<file path="src/rtl/seq_detect_0110_moore.sv">
// Moore FSM detecting the serial pattern 0-1-1-0 with a saturating match counter.
// Define SEQ_DETECT_OVERLAP_EN to reuse the trailing 0 of a match (overlapping mode).
module seq_detect_0110_moore #(
    parameter int CNT_W = 8
) (
    input  logic             clk,
    input  logic             reset,
    input  logic             in,
    output logic             out,
    output logic [CNT_W-1:0] match_count
);

    localparam logic [2:0] S0 = 3'd0;
    localparam logic [2:0] S1 = 3'd1;
    localparam logic [2:0] S2 = 3'd2;
    localparam logic [2:0] S3 = 3'd3;
    localparam logic [2:0] S4 = 3'd4;

    localparam logic [CNT_W-1:0] CNT_MAX = '1;

    logic [2:0]       r_state;
    logic [2:0]       w_next;
    logic             r_out;
    logic [CNT_W-1:0] r_cnt;
    logic             w_hit;

    // Next-state decode from the current progress and the incoming bit
    always_comb begin
        w_next = S0;
        unique case (r_state)
            S0: w_next = in ? S0 : S1;
            S1: w_next = in ? S2 : S1;
            S2: w_next = in ? S3 : S1;
            S3: w_next = in ? S0 : S4;
`ifdef SEQ_DETECT_OVERLAP_EN
            S4: w_next = in ? S2 : S1;
`else
            S4: w_next = in ? S0 : S1;
`endif
            default: w_next = S0;
        endcase
    end

    assign w_hit = (w_next == S4);

    // State, registered match flag and saturating match counter
    always_ff @(posedge clk or negedge reset) begin
        if (!reset) begin
            r_state <= S0;
            r_out   <= 1'b0;
            r_cnt   <= '0;
        end else begin
            r_state <= w_next;
            r_out   <= w_hit;
            if (w_hit && (r_cnt != CNT_MAX)) begin
                r_cnt <= r_cnt + CNT_W'(1);
            end
        end
    end

    assign out         = r_out;
    assign match_count = r_cnt;

endmodule

</file>
<file path="config.mk">
export PLATFORM = sky130hd
export DESIGN_NAME = seq_detect_0110_moore
export DESIGN_NICKNAME = d
export VERILOG_FILES = /design/src/rtl/seq_detect_0110_moore.sv
export SDC_FILE = /design/constraint.sdc
export NUM_CORES = 1
export LEC_CHECK = 0
export ABC_CLOCK_PERIOD_IN_PS = 3100
export CAP_MARGIN = 20
export CORE_AREA = 3 3 40 42
export CTS_BUF_LIST = sky130_fd_sc_hd__clkbuf_4 sky130_fd_sc_hd__clkbuf_8
export CTS_CLUSTER_DIAMETER = 80
export DETAILED_ROUTE_END_ITERATION = 10
export DIE_AREA = 0 0 43 45
export GPL_TIMING_DRIVEN = 0
export PLACE_DENSITY = 0.77
export SETUP_SLACK_MARGIN = 0.4
export SLEW_MARGIN = 10
export SYNTH_ARGS = -nofsm -noshare
export SYNTH_HDL_FRONTEND = slang
export SYNTH_SLANG_ARGS = --single-unit
</file>
<file path="constraint.sdc">
create_clock -name clk -period 3.1 [get_ports clk]
set_input_delay 0.775 -clock clk [delete_from_list [all_inputs] [get_ports clk]]
set_output_delay 0.775 -clock clk [all_outputs]
set_load 0.005 [all_outputs]
</file>
==> results of run 1 <==
-- state kept, by name, indices dropped and copies added, names as in the netlist --
name and flops:
match_count 8, r_state 3, out 1
-- final timing paths --
kind,end,start,cells past startpoint
max in group asynchronous,match_count[0],reset,1
setup reg to reg,match_count[1],match_count[3],4
setup / recovery,match_count[3],match_count[3],1
hold / removal,r_state[1],r_state[2],1
min in group asynchronous,match_count[6],reset,1
hold reg to reg,r_state[1],r_state[2],1
-- routing by layer --
layer | vias up | GRT usage | routed length, um
li1 | 194 | - | -
met1 | 187 | 0.165 | 407
met2 | 8 | 0.168 | 405
met3 | 4 | 0.0359 | 37
met4 | 0 | 0.0904 | 22
met5 | - | 0 | 0
-- cell families (layout without fill, tap and decap cells) --
family | Yosys count | in the layout | share of synthesized area
adders and majority gates | 1 | 1 | 0.0224
AOI/OAI and AO/OA | 7 | 7 | 0.0807
buffers and inverters | 1 | 16 | 0.00672
DFF | 12 | 12 | 0.538
muxes | 4 | 4 | 0.0874
and+or+nand+nor | 16 | 16 | 0.202
xor gates and xnor gates | 4 | 4 | 0.0628
-- through the flow --
step,instances,hold WS (ns),setup WS (ns),power [uW],utilization
3_3_place_gp,71,0.481,0.783,382,0.535
3_5_place_dp,71,0.485,0.773,386,0.535
2_1_floorplan,45,0.450,1.29,312,-
6_report,75,0.493,1.06,505,0.563
5_1_grt,75,0.543,0.968,545,0.563
4_1_cts,75,0.504,1.04,513,0.563
-- area by class of cell --
| type | instances | share of cell area |
|---|---|---|
| Inverter | 1 | 0.00519 |
| Multi-Input combinational cell | 32 | 0.351 |
| Timing Repair Buffer | 11 | 0.152 |
| Tap cell | 15 | 0.0260 |
| Sequential cell | 12 | 0.415 |
| Clock buffer | 4 | 0.0502 |
-- power breakdown --
part / internal [uW] / switching [uW]
combinational: 88.5 / 46.2
clock: 71.4 / 53.1
sequential: 197 / 49.3
total: 357 / 149
-- Yosys cell counts, drive strengths merged --
library cell  number
o21bai             1
or2                1
dfrtp             12
nor2               2
nand2b             1
nand3              1
mux2               4
inv                1
nand4              3
and4bb             2
a211o              1
and3               1
ha                 1
o21ai              3
nand2              4
nor3b              1
a21oi              2
xnor2              4
==> impl_metrics.yaml, run 1 <==
setup_path:
  max_stage_delay_ns: 0.54
  critPathLaunchType: "flop"
  r2r_slack_ns: 1.59
  crit_path_end_kind: "output pin"
  critPathKind: "flop to output pin"
  cp_cell_sequence: "clkdlybuf4s50_1"
  critPathBufInv: 1
  critPathMaxFanout: 6
  cpLargestDelayFamily: "buffers and inverters"
  crit_required_ns: 2.32
  critPathArrivalTime_ns: 1.27
  cpMaxStageDelayCell: "clkdlybuf4s50_1"
synthesis:
  yosysWarnings: 0
  syn_nets: 49
  syn_avg_cell_area_um2: 12.4
  yosysSeqAreaShare: 0.538
  syn_inst: 45
  post-synth-top-area-fraction: 0.538
  syn-cell-area_um2: 558
  synthTopCellsByArea: "dfrtp_1, xnor2_1, mux2_1"
  synth_seq_cells: 12
  yosys.area.top_type: "dfrtp_1"
  yosysUniqueCellTypes: 23
sta:
  rsz0062_at_grt: "false"
  final-max-slew-violation-count: 0
  finClkSkew_ns: 0.00183
  setup_violations: 0
  worst_pin_slew_ns: 0.504
  clock.fmax_mhz: 490
  hold_viol_final: 0
  relSlewSlack: 0.663
  min_period_over_period: 0.658
  period_minus_slack_ns: 2.04
  fin_tns_setup_ns: 0
clock_network:
  htree_levels: 1
  hold_buffers: 0
  cts_tree: "done"
  cts_resized: 0
  clockRootBuffer: "clkbuf_4"
  cts_setup_buffers: 0
  cts.sinks: 12
  clk_latency_ns: 0.27
  clockBufferDepth: 2
  path_clk_slew_ns: 0.07
  cts_inserted_buffers: 3
route:
  post_drt_wl_per_cell_um: 11.6
  avgViaCountPerCell: 5.24
  route.antenna.remaining_nets: 0
  first_iter_violations: 3
  vias: 393
  firstDrtPassIters: 4
  wl_um: 872
  drcViolationCount: 0
floorplanning:
  die_height_um: 45
  die_w_um: 43
  dieArea_mm2: 0.00194
  core_area_mm2: 0.00128
  start_util: 0.434
  ioPinCount: 12
  num_rows: 13
cells_and_area:
  fin_area_um2: 723
  layout_commonest_cell: "dfrtp_1"
  regArea_um2: 300
  multi_input_area_um2: 254
  nets: 65
  num_antenna_cells: 0
  drive_above_1_share: 0.183
  synthToLayoutAreaGrowth_pct: 29.6
  nFillCells: 112
  layout_common_cells: "dfrtp_1, clkdlybuf4s50_1, xnor2_1, nand2_1, clkbuf_4"
placement:
  numPortBuffers: 11
  place_area_um2: 687
  dp_hpwl_um: 640
  place_congestion: 0.722
run:
  drv_cap: 0
global_routing:
  grt_overflow: 0
  grt_pass1_wl_um: 1690
  antenna_found_initial: 0
  grt_pass1_vias: 380
  grt_start_max_net_pins: 13
  grt_usage: 0.123
power:
  power.density_mw_per_mm2: 699
  vdd_drop_max_v: 0.000449
  p_leak_uw: 0.000304
min_path:
  hold_path_class: "flop to flop"
status:
  outcome: "completed"
Note: power is estimated with default switching activity, not from simulation.
==> run 2: changes to the inputs <==
--- a/config.mk
+++ b/config.mk
@@ -5,7 +5,7 @@
 export SDC_FILE = /design/constraint.sdc
 export NUM_CORES = 1
 export LEC_CHECK = 0
-export ABC_CLOCK_PERIOD_IN_PS = 3100
+export ABC_CLOCK_PERIOD_IN_PS = 2100
 export CAP_MARGIN = 20
 export CORE_AREA = 3 3 40 42
 export CTS_BUF_LIST = sky130_fd_sc_hd__clkbuf_4 sky130_fd_sc_hd__clkbuf_8
==> constraint.sdc (replaced) <==
create_clock -name clk -period 2.1 [get_ports clk]
set_input_delay 0.525 -clock clk [delete_from_list [all_inputs] [get_ports clk]]
set_output_delay 0.525 -clock clk [all_outputs]
set_load 0.005 [all_outputs]
==> run 2 against run 1 <==
- routed wire length increased by 17%
- critical path type unchanged
- sequential power rose by 37%
- clock skew rose by 0.00063 ns
- largest cell class unchanged
- cell count grew 13%
- clock power rose by 47%
- global-route usage up 1.8 points
- largest power group unchanged
==> impl_metrics.yaml, run 2 (same netlist as run 1, synthesis figures left out) <==
setup_path:
  cpLargestDelayFamily: "buffers and inverters"
  crit_required_ns: 1.57
  cpMaxStageDelayCell: "clkdlybuf4s50_1"
  max_stage_delay_ns: 0.49
  critPathLaunchType: "flop"
  cp_cell_sequence: "clkdlybuf4s50_1"
  critPathMaxFanout: 2
  critPathBufInv: 1
  critPathKind: "flop to output pin"
  critPathArrivalTime_ns: 1.12
  crit_path_end_kind: "output pin"
sta:
  worst_pin_slew_ns: 0.520
  fin_tns_setup_ns: 0
  final-max-slew-violation-count: 0
  period_minus_slack_ns: 1.64
  hold_viol_final: 0
  relSlewSlack: 0.652
  min_period_over_period: 0.783
  hold_ws_ns: 0.499
  rsz0062_at_grt: "false"
  setup_violations: 0
  clock.fmax_mhz: 608
  finClkSkew_ns: 0.00246
global_routing:
  grt_pass1_vias: 427
  grt_overflow: 0
  grt_pass1_wl_um: 1930
  antenna_found_initial: 0
  grt_start_max_net_pins: 13
  grt_usage: 0.141
route:
  firstDrtPassIters: 4
  wl_um: 1020
  route.antenna.remaining_nets: 0
  drcViolationCount: 0
  first_iter_violations: 6
  vias: 438
  post_drt_wl_per_cell_um: 12.0
  avgViaCountPerCell: 5.15
cells_and_area:
  layout_commonest_cell: "dfrtp_1"
  stdcell_count: 85
  drive_above_1_share: 0.329
  num_antenna_cells: 0
  nets: 75
  fin_area_um2: 813
  layout_common_cells: "dfrtp_1, buf_4, clkdlybuf4s50_1, dlymetal6s2s_1"
  largest_reg_flops: 8
  synthToLayoutAreaGrowth_pct: 45.7
  nFillCells: 102
power:
  seqPwrFrac: 0.418
  power_frac_comb: 0.357
  vdd_drop_max_v: 0.000745
  p_leak_uw: 0.000429
  power_frac_clock: 0.225
  p_sw_frac: 0.290
  p_switching_uw: 235
  total_power_uw: 809
  power.density_mw_per_mm2: 995
  internal-power_uw: 575
clock_network:
  cts.sinks: 12
  cts_tree: "done"
  htree_levels: 1
  cts_inserted_buffers: 3
  path_clk_slew_ns: 0.07
  clockBufferDepth: 2
  clk_latency_ns: 0.27
  clockRootBuffer: "clkbuf_4"
min_path:
  hold_path_class: "flop to flop"
floorplanning:
  num_rows: 13
  dieArea_mm2: 0.00194
  die_height_um: 45
  core_area_mm2: 0.00128
  die_w_um: 43
  start_util: 0.434
  ioPinCount: 12
run:
  drv_cap: 0
placement:
  place_area_um2: 687
  dp_hpwl_um: 640
  dp_cells: 71
  numPortBuffers: 11
  place_congestion: 0.722
status:
  outcome: "completed"
run 2: per-layer routing:
metal	track usage	share of wire	up-vias	routed length (um)
li1	-	-	212	-
met1	0.184	0.46	208	466
met2	0.201	0.47	12	475
met3	0.0359	0.046	6	47
met4	0.108	0.030	0	31
met5	0	0	-	0
run 2: area by class of cell:
type | count | area [um2] | share of cell area
inverter | 1 | 3.75 | 0.00462
timing repair buffer | 21 | 196 | 0.242
tap | 15 | 18.8 | 0.0231
clock buffer | 4 | 36.3 | 0.0446
multi-input combinational | 32 | 256 | 0.315
sequential | 12 | 302 | 0.371
run 2: power by group through the flow:
stage          clock [uW]  combinational (uW)  sequential (uW)
2_1_floorplan           0                 101              360
3_3_place_gp            0                 197              366
4_1_cts               190                 271              345
3_5_place_dp            0                 201              369
6_report              182                 289              338
5_1_grt               199                 322              349
run 2: worst paths after layout:
check	from	endpoint	slack [ns]	cells past startpoint
setup / recovery	match_count[3]	match_count[3]	0.46	1
hold / removal	r_state[2]	r_state[1]	0.50	1
setup reg to reg	match_count[3]	match_count[1]	0.52	5
hold reg to reg	r_state[2]	r_state[1]	0.50	1
max in group asynchronous	reset	match_count[3]	1.13	1
min in group asynchronous	reset	match_count[6]	0.59	1
run 2: timing repair:
action / in CTS / in global routing
hold buffers: 0 / 0
setup endpoints to repair: 10 / 8
gates resized for setup: 2 / 6
buffers inserted: 7 / 3
pin swaps: 1 / 1
run 2: through the flow:
stage / setup slack (ns) / utilization
6_report: 0.456 / 0.633
5_1_grt: 0.410 / 0.633
4_1_cts: 0.350 / 0.604
3_5_place_dp: 0.0230 / 0.535
3_3_place_gp: 0.0335 / 0.535
2_1_floorplan: 0.543 / -
